### config.mk
export PLATFORM = sky130hd
export DESIGN_NAME = bus_master_port
export DESIGN_NICKNAME = d
export VERILOG_FILES = /design/src/rtl/bus_pkg.sv /design/src/rtl/bus_serial_shifter.sv /design/src/rtl/bus_master_port.sv
export SDC_FILE = /design/constraint.sdc
export NUM_CORES = 1
export LEC_CHECK = 0
export CAP_MARGIN = 20
export CORE_UTILIZATION = 25
export CTS_CLUSTER_DIAMETER = 120
export DETAILED_ROUTE_END_ITERATION = 6
export GPL_TIMING_DRIVEN = 0
export PLACE_DENSITY = 0.57
export SKIP_CTS_REPAIR_TIMING = 1
export SLEW_MARGIN = 20
export SYNTH_ARGS = -nofsm -noshare
export SYNTH_HDL_FRONTEND = slang
export SYNTH_SLANG_ARGS = --single-unit
### constraint.sdc
create_clock -name clk -period 2.3 [get_ports clk]
set_input_delay 0.46 -clock clk [delete_from_list [all_inputs] [get_ports clk]]
set_output_delay 0.46 -clock clk [all_outputs]
set_load 0.005 [all_outputs]
### src/rtl/bus_pkg.sv
// Shared definitions for the two-master system bus: master-port FSM state
// encoding, slave select codes, master id codes and a small sizing helper.
package bus_pkg;

    typedef enum logic [2:0] {
        ST_IDLE  = 3'd0,
        ST_REQ   = 3'd1,
        ST_ADDR  = 3'd2,
        ST_WDATA = 3'd3,
        ST_WAIT  = 3'd4,
        ST_RDATA = 3'd5,
        ST_DONE  = 3'd6
    } bus_state_e;

    localparam logic [1:0] SLAVE_0 = 2'd0;
    localparam logic [1:0] SLAVE_1 = 2'd1;
    localparam logic [1:0] SLAVE_2 = 2'd2;
    localparam logic [1:0] SLAVE_3 = 2'd3;

    // Values the arbiter places on bus_grant for each master.
    localparam logic [1:0] MASTER_ID_0 = 2'd1;
    localparam logic [1:0] MASTER_ID_1 = 2'd2;

    function automatic int max_int(input int a, input int b);
        return (a > b) ? a : b;
    endfunction

endpackage

### src/rtl/bus_serial_shifter.sv
// Loadable shift register shared by the address, write-data and read-data
// phases. Shifts right: serial_out is bit 0, serial_in enters at the MSB, so
// after RD_WIDTH shifts the received word sits in the top RD_WIDTH bits.
// done is high during the cycle that moves the final bit of a len-bit phase;
// the bit counter wraps to 0 on that shift.
module bus_serial_shifter #(
    parameter int WIDTH     = 12,
    parameter int CNT_WIDTH = 4,
    parameter int RD_WIDTH  = 8
) (
    input  logic                 clk,
    input  logic                 rst,
    input  logic                 clear,
    input  logic                 load,
    input  logic [WIDTH-1:0]     load_data,
    input  logic [CNT_WIDTH-1:0] len,
    input  logic                 shift_en,
    input  logic                 serial_in,
    output logic                 serial_out,
    output logic                 done,
    output logic [RD_WIDTH-1:0]  rd_next
);

    logic [WIDTH-1:0]     sreg_r;
    logic [CNT_WIDTH-1:0] cnt_r;
    logic [WIDTH-1:0]     shift_next_s;

    assign shift_next_s = {serial_in, sreg_r[WIDTH-1:1]};
    assign serial_out   = sreg_r[0];
    assign done         = (cnt_r == (len - CNT_WIDTH'(1)));
    assign rd_next      = shift_next_s[WIDTH-1 -: RD_WIDTH];

    // Shift register and bit counter: clear beats load beats shift.
    always_ff @(posedge clk or negedge rst) begin
        if (!rst) begin
            sreg_r <= '0;
            cnt_r  <= '0;
        end else if (clear) begin
            sreg_r <= '0;
            cnt_r  <= '0;
        end else if (load) begin
            sreg_r <= load_data;
            cnt_r  <= '0;
        end else if (shift_en) begin
            sreg_r <= shift_next_s;
            cnt_r  <= done ? '0 : (cnt_r + CNT_WIDTH'(1));
        end
    end

endmodule

### src/rtl/bus_master_port.sv
// Master-side initiator of the two-master system bus. Takes one local command,
// requests the bus, shifts address / write data out LSB-first or read data in,
// pulses trans_done to release the arbiter and reports a response.
// Losing grant mid-transfer restarts the transaction from address bit 0.
// Optional feature macro: BUS_TIMEOUT_EN (slave response timeout, rsp_err).
module bus_master_port
    import bus_pkg::*;
#(
    parameter int ADDR_WIDTH     = 12,
    parameter int DATA_WIDTH     = 8,
    parameter int TIMEOUT_CYCLES = 64
) (
    input  logic                  clk,
    input  logic                  rst,
    input  logic                  cmd_valid,
    output logic                  cmd_ready,
    input  logic                  cmd_write,
    input  logic [1:0]            cmd_slave_sel,
    input  logic [ADDR_WIDTH-1:0] cmd_addr,
    input  logic [DATA_WIDTH-1:0] cmd_wdata,
    output logic                  rsp_valid,
    output logic [DATA_WIDTH-1:0] rsp_rdata,
    output logic                  rsp_err,
    output logic                  m_request,
    output logic [1:0]            m_slave_sel,
    input  logic                  m_grant,
    output logic                  m_rw,
    output logic                  m_addr_bit,
    output logic                  m_addr_valid,
    output logic                  m_wdata_bit,
    output logic                  m_wdata_valid,
    input  logic                  s_rdata_bit,
    input  logic                  s_rdata_valid,
    input  logic                  s_ready,
    output logic                  trans_done
);

    localparam int SH_W  = max_int(ADDR_WIDTH, DATA_WIDTH);
    localparam int CNT_W = $clog2(SH_W + 1);
    localparam logic [CNT_W-1:0] ADDR_LEN = CNT_W'(ADDR_WIDTH);
    localparam logic [CNT_W-1:0] DATA_LEN = CNT_W'(DATA_WIDTH);

    bus_state_e            state_r;
    bus_state_e            state_next_s;

    logic                  write_r;
    logic [1:0]            sel_r;
    logic [ADDR_WIDTH-1:0] addr_r;
    logic [DATA_WIDTH-1:0] wdata_r;
    logic [DATA_WIDTH-1:0] rdata_r;

    logic                  accept_s;
    logic                  capture_s;
    logic                  busy_s;
    logic                  timeout_s;

    logic                  sh_clear_s;
    logic                  sh_load_s;
    logic [SH_W-1:0]       sh_load_data_s;
    logic [CNT_W-1:0]      sh_len_s;
    logic                  sh_shift_s;
    logic                  sh_out_s;
    logic                  sh_done_s;
    logic [DATA_WIDTH-1:0] sh_rd_next_s;

    bus_serial_shifter #(
        .WIDTH     (SH_W),
        .CNT_WIDTH (CNT_W),
        .RD_WIDTH  (DATA_WIDTH)
    ) u_shifter (
        .clk        (clk),
        .rst        (rst),
        .clear      (sh_clear_s),
        .load       (sh_load_s),
        .load_data  (sh_load_data_s),
        .len        (sh_len_s),
        .shift_en   (sh_shift_s),
        .serial_in  (s_rdata_bit),
        .serial_out (sh_out_s),
        .done       (sh_done_s),
        .rd_next    (sh_rd_next_s)
    );

    // FSM state register.
    always_ff @(posedge clk or negedge rst) begin
        if (!rst) begin
            state_r <= ST_IDLE;
        end else begin
            state_r <= state_next_s;
        end
    end

    // Next-state logic and shifter control; grant loss always falls back to REQ.
    always_comb begin
        state_next_s   = state_r;
        accept_s       = 1'b0;
        capture_s      = 1'b0;
        sh_clear_s     = 1'b0;
        sh_load_s      = 1'b0;
        sh_load_data_s = '0;
        sh_len_s       = ADDR_LEN;
        sh_shift_s     = 1'b0;
        case (state_r)
            ST_IDLE: begin
                if (cmd_valid) begin
                    accept_s     = 1'b1;
                    state_next_s = ST_REQ;
                end else begin
                    state_next_s = ST_IDLE;
                end
            end
            ST_REQ: begin
                if (m_grant) begin
                    sh_load_s      = 1'b1;
                    sh_load_data_s = SH_W'(addr_r);
                    state_next_s   = ST_ADDR;
                end else begin
                    state_next_s = ST_REQ;
                end
            end
            ST_ADDR: begin
                if (!m_grant) begin
                    sh_clear_s   = 1'b1;
                    state_next_s = ST_REQ;
                end else begin
                    sh_shift_s = 1'b1;
                    if (sh_done_s && write_r) begin
                        sh_load_s      = 1'b1;
                        sh_load_data_s = SH_W'(wdata_r);
                        state_next_s   = ST_WDATA;
                    end else if (sh_done_s) begin
                        sh_clear_s   = 1'b1;
                        state_next_s = ST_WAIT;
                    end else begin
                        state_next_s = ST_ADDR;
                    end
                end
            end
            ST_WDATA: begin
                sh_len_s = DATA_LEN;
                if (!m_grant) begin
                    sh_clear_s   = 1'b1;
                    state_next_s = ST_REQ;
                end else begin
                    sh_shift_s = 1'b1;
                    if (sh_done_s) begin
                        sh_clear_s   = 1'b1;
                        state_next_s = ST_WAIT;
                    end else begin
                        state_next_s = ST_WDATA;
                    end
                end
            end
            ST_WAIT, ST_RDATA: begin
                sh_len_s = DATA_LEN;
                if (!m_grant) begin
                    sh_clear_s   = 1'b1;
                    state_next_s = ST_REQ;
                end else if (write_r) begin
                    if (s_ready || timeout_s) begin
                        state_next_s = ST_DONE;
                    end else begin
                        state_next_s = state_r;
                    end
                end else if (s_rdata_valid) begin
                    sh_shift_s = 1'b1;
                    if (sh_done_s) begin
                        capture_s    = 1'b1;
                        state_next_s = ST_DONE;
                    end else begin
                        state_next_s = ST_RDATA;
                    end
                end else if (timeout_s) begin
                    state_next_s = ST_DONE;
                end else begin
                    state_next_s = state_r;
                end
            end
            ST_DONE: begin
                sh_clear_s   = 1'b1;
                state_next_s = ST_IDLE;
            end
            default: begin
                sh_clear_s   = 1'b1;
                state_next_s = ST_IDLE;
            end
        endcase
    end

    // Command latch: captured only on accept, so cmd_valid while busy is ignored.
    always_ff @(posedge clk or negedge rst) begin
        if (!rst) begin
            write_r <= 1'b0;
            sel_r   <= 2'd0;
            addr_r  <= '0;
            wdata_r <= '0;
        end else if (accept_s) begin
            write_r <= cmd_write;
            sel_r   <= cmd_slave_sel;
            addr_r  <= cmd_addr;
            wdata_r <= cmd_wdata;
        end
    end

    // Read response register: updated only when the last read bit arrives.
    always_ff @(posedge clk or negedge rst) begin
        if (!rst) begin
            rdata_r <= '0;
        end else if (capture_s) begin
            rdata_r <= sh_rd_next_s;
        end
    end

`ifdef BUS_TIMEOUT_EN
    localparam int WAIT_W = $clog2(TIMEOUT_CYCLES + 1);

    logic [WAIT_W-1:0] wait_cnt_r;
    logic              err_r;
    logic              waiting_s;

    assign waiting_s = ((state_r == ST_WAIT) || (state_r == ST_RDATA)) && m_grant;
    assign timeout_s = (wait_cnt_r == WAIT_W'(TIMEOUT_CYCLES - 1)) && !s_ready && !s_rdata_valid;

    // Slave wait counter: counts idle cycles, restarts on any slave activity.
    always_ff @(posedge clk or negedge rst) begin
        if (!rst) begin
            wait_cnt_r <= '0;
        end else if (waiting_s && !s_ready && !s_rdata_valid) begin
            wait_cnt_r <= wait_cnt_r + WAIT_W'(1);
        end else begin
            wait_cnt_r <= '0;
        end
    end

    // Error flag: records whether DONE was reached by timeout; held through DONE.
    always_ff @(posedge clk or negedge rst) begin
        if (!rst) begin
            err_r <= 1'b0;
        end else if (state_r != ST_DONE) begin
            err_r <= waiting_s && timeout_s;
        end
    end

    assign rsp_err = (state_r == ST_DONE) && err_r;
`else
    assign timeout_s = 1'b0;
    assign rsp_err   = 1'b0;
`endif

    assign busy_s        = (state_r == ST_ADDR) || (state_r == ST_WDATA) ||
                           (state_r == ST_WAIT) || (state_r == ST_RDATA);
    assign cmd_ready     = (state_r == ST_IDLE);
    assign m_request     = (state_r == ST_REQ) || busy_s;
    assign m_slave_sel   = (state_r != ST_IDLE) ? sel_r : 2'd0;
    assign m_rw          = busy_s && m_grant && write_r;
    assign m_addr_valid  = (state_r == ST_ADDR) && m_grant;
    assign m_addr_bit    = m_addr_valid && sh_out_s;
    assign m_wdata_valid = (state_r == ST_WDATA) && m_grant;
    assign m_wdata_bit   = m_wdata_valid && sh_out_s;
    assign trans_done    = (state_r == ST_DONE);
    assign rsp_valid     = (state_r == ST_DONE);
    assign rsp_rdata     = rdata_r;

endmodule

==> out/results.ini <==
[final_layout]
drive_gt1_share_pct=22.9
layout_common_cells=dfrtp_1, clkdlybuf4s50_1, nor2_1, mux2_2, a21oi_1
diodes=0
nNetsFinal=323
syn_to_final_growth_pct=32.4
final_cell_area_um2=3400
fillerInstances=1000
final_common_cell=dfrtp_1

[die]
die_width_um=103
core_area_um2=9860
start_util_pct=26.0
die_area_um2=10700
rows=36
pin_count=50
die_y_um=103

[timing]
rsz0062_at_grt=true
final_max_slew_viol_count=0
slew-limit-headroom_pct=52.0
finalClockSkew_ps=10.2
hold_viol=0
layout_min_cycle_time_ps=2230
period_share_pct=96.8
setup_viol=0
fmax_ghz=0.449
worst_pin_slew_ps=716
hold_ws_ps=161

[synth]
synth_top_area_share_pct=48.8
synth.avg_cell_area_um2=11.0
yosys.area.top_type=dfrtp_1
synth_adder_area_share_pct=0.488
ys_types=46
synth_edf_count=0
synth_warnings=0
syn_nets=264
syn_area_um2=2560
synthSimpleGateAreaFrac_pct=15.3
ys_seq_area_share_pct=48.8
synth.top_cells.by_area=dfrtp_1, mux2_2, mux2_1
ys_seq_elements=50
synth_flop_cell=dfrtp_1
async_flop_share_pct=100
synth_top_family_by_area=compound AO/OA/AOI/OAI gates
synth_xor_area_share_pct=0
synth_compound_area_share_pct=15.3
muxShareOfSynthArea_pct=14.9
syn_inst=233

[placement]
placed_cell_area_um2=3210
hpwl_um=4250
portBuffers=48
gp_congestion=0.869

[clocking]
cts_tree=yes
cts.sinks=50
clock-root-buffer=clkbuf_8
clkLatencyLatePin_ps=310
cts_buffers=5
htreeDepth=2
clkTransAtPathRegs_ps=90
cts_buffer_depth=2

[route]
ant_nets=0
vias_per_cell=4.46
dr.pass1.iters=4
routedWlPerCell_um=14.0
drt_wl_total_um=5970
post-route-drc-count=0
drtIter0Drc=95
vias=1902

[worst_setup_path]
worstSetupPathType=reg -> out
cp-end-kind=output port
r2r_setup_slack_ps=260
required_ps=1840
arrival_ps=1770
worst_setup_path_start_kind=flop
crit_path_max_fanout=10

[grt]
grt_max_degree=51
grt-ovfl-total=0
grtUsageTotal_pct=11.9
grt_pass1_vias=1894
antenna_found_initial=0
grt_pass1_wl_um=9500

[power]
power.leakage_nw=1.46
power.density_nw_per_um2=1000
peakVddDrop_mv=0.421

[job]
cap_violations=0

[worst_hold_path]
holdCritPathClass=in -> async

[outcome]
status=finished clean

==> flip-flops by register name (all words and copies together), names as in the netlist <==
register and cells:
u_shifter.sreg_r 12, sel_r 2, wdata_r 8, addr_r 12
rsp_rdata 8, write_r 1, state_r 3, u_shifter.cnt_r 4
==> worst max-delay path: stages (launching register included) <==
cell             delay [ps]
dfrtp_2                 440
buf_4                   180
nor3_2                  200
and2_1                  150
clkdlybuf4s50_1         490
==> logic make-up after synthesis <==
family,count (synthesis)
and+or+nand+nor,69
AOI/OAI and AO/OA,58
DFF,50
muxes,34
buffers and inverters,20
adders and majority gates,1
other,1
==> report_power, final <==
part | switching (W) | internal [W]
clock network | 0.000298 | 0.000276
logic | 0.000608 | 0.000764
registers | 0.000234 | 0.00123
==> path summary, 6_finish.rpt <==
| check | startpoint | endpoint | depth (start not counted) |
|---|---|---|---|
| setup / recovery | state_r[2] | m_addr_bit | 4 |
| hold / removal | rst | write_r | 1 |
| setup reg to reg | state_r[2] | u_shifter.sreg_r[2] | 6 |
| hold reg to reg | sel_r[1] | sel_r[1] | 1 |
| max in group asynchronous | rst | state_r[2] | 1 |
| min in group clk | sel_r[1] | sel_r[1] | 1 |
==> layer usage <==
| metal | vias to the layer above | part of all wire, % | GRT usage [%] |
|---|---|---|---|
| met3 | 7 | 4.8 | 2.69 |
| li1 | 953 | - | - |
| met4 | 0 | 1.1 | 3.58 |
| met2 | 44 | 45 | 18.9 |
| met1 | 898 | 49 | 16.3 |
| met5 | - | 0 | 0 |
==> cell type report <==
cell class	count	area [um2]	area share, %
Inverter	5	18.8	0.552
Tap cell	133	166	4.90
Buffer	15	126	3.72
Timing Repair Buffer	52	515	15.2
Clock inverter	1	8.76	0.258
Multi-Input combinational cell	163	1210	35.7
Sequential cell	50	1250	36.9
Clock buffer	7	96.3	2.84
==> synthesized netlist by cell type (all sizes together), types with 5 or more instances <==
master   n
nor3     5
a21oi   17
a22o     8
buf     15
nor2    21
nand2   12
and2     5
o21ai    8
inv      5
o22ai    9
dfrtp   50
nand2b   9
mux2    31
==> metrics by stage <==
stage	utilization [%]	setup WS, ps	setup TNS (ps)	power (W)	instances
floorplan	-	530	0	0.00238	233
global placement	32.6	-794	-41640	0.00277	414
detailed placement	32.5	-360	-2170	0.00281	414
CTS	33.6	-372	-1710	0.00340	422
global route	34.4	-8.78	-12.7	0.00369	426
finish	34.4	74.5	0	0.00341	426
Power figures use the tool's default switching activity.
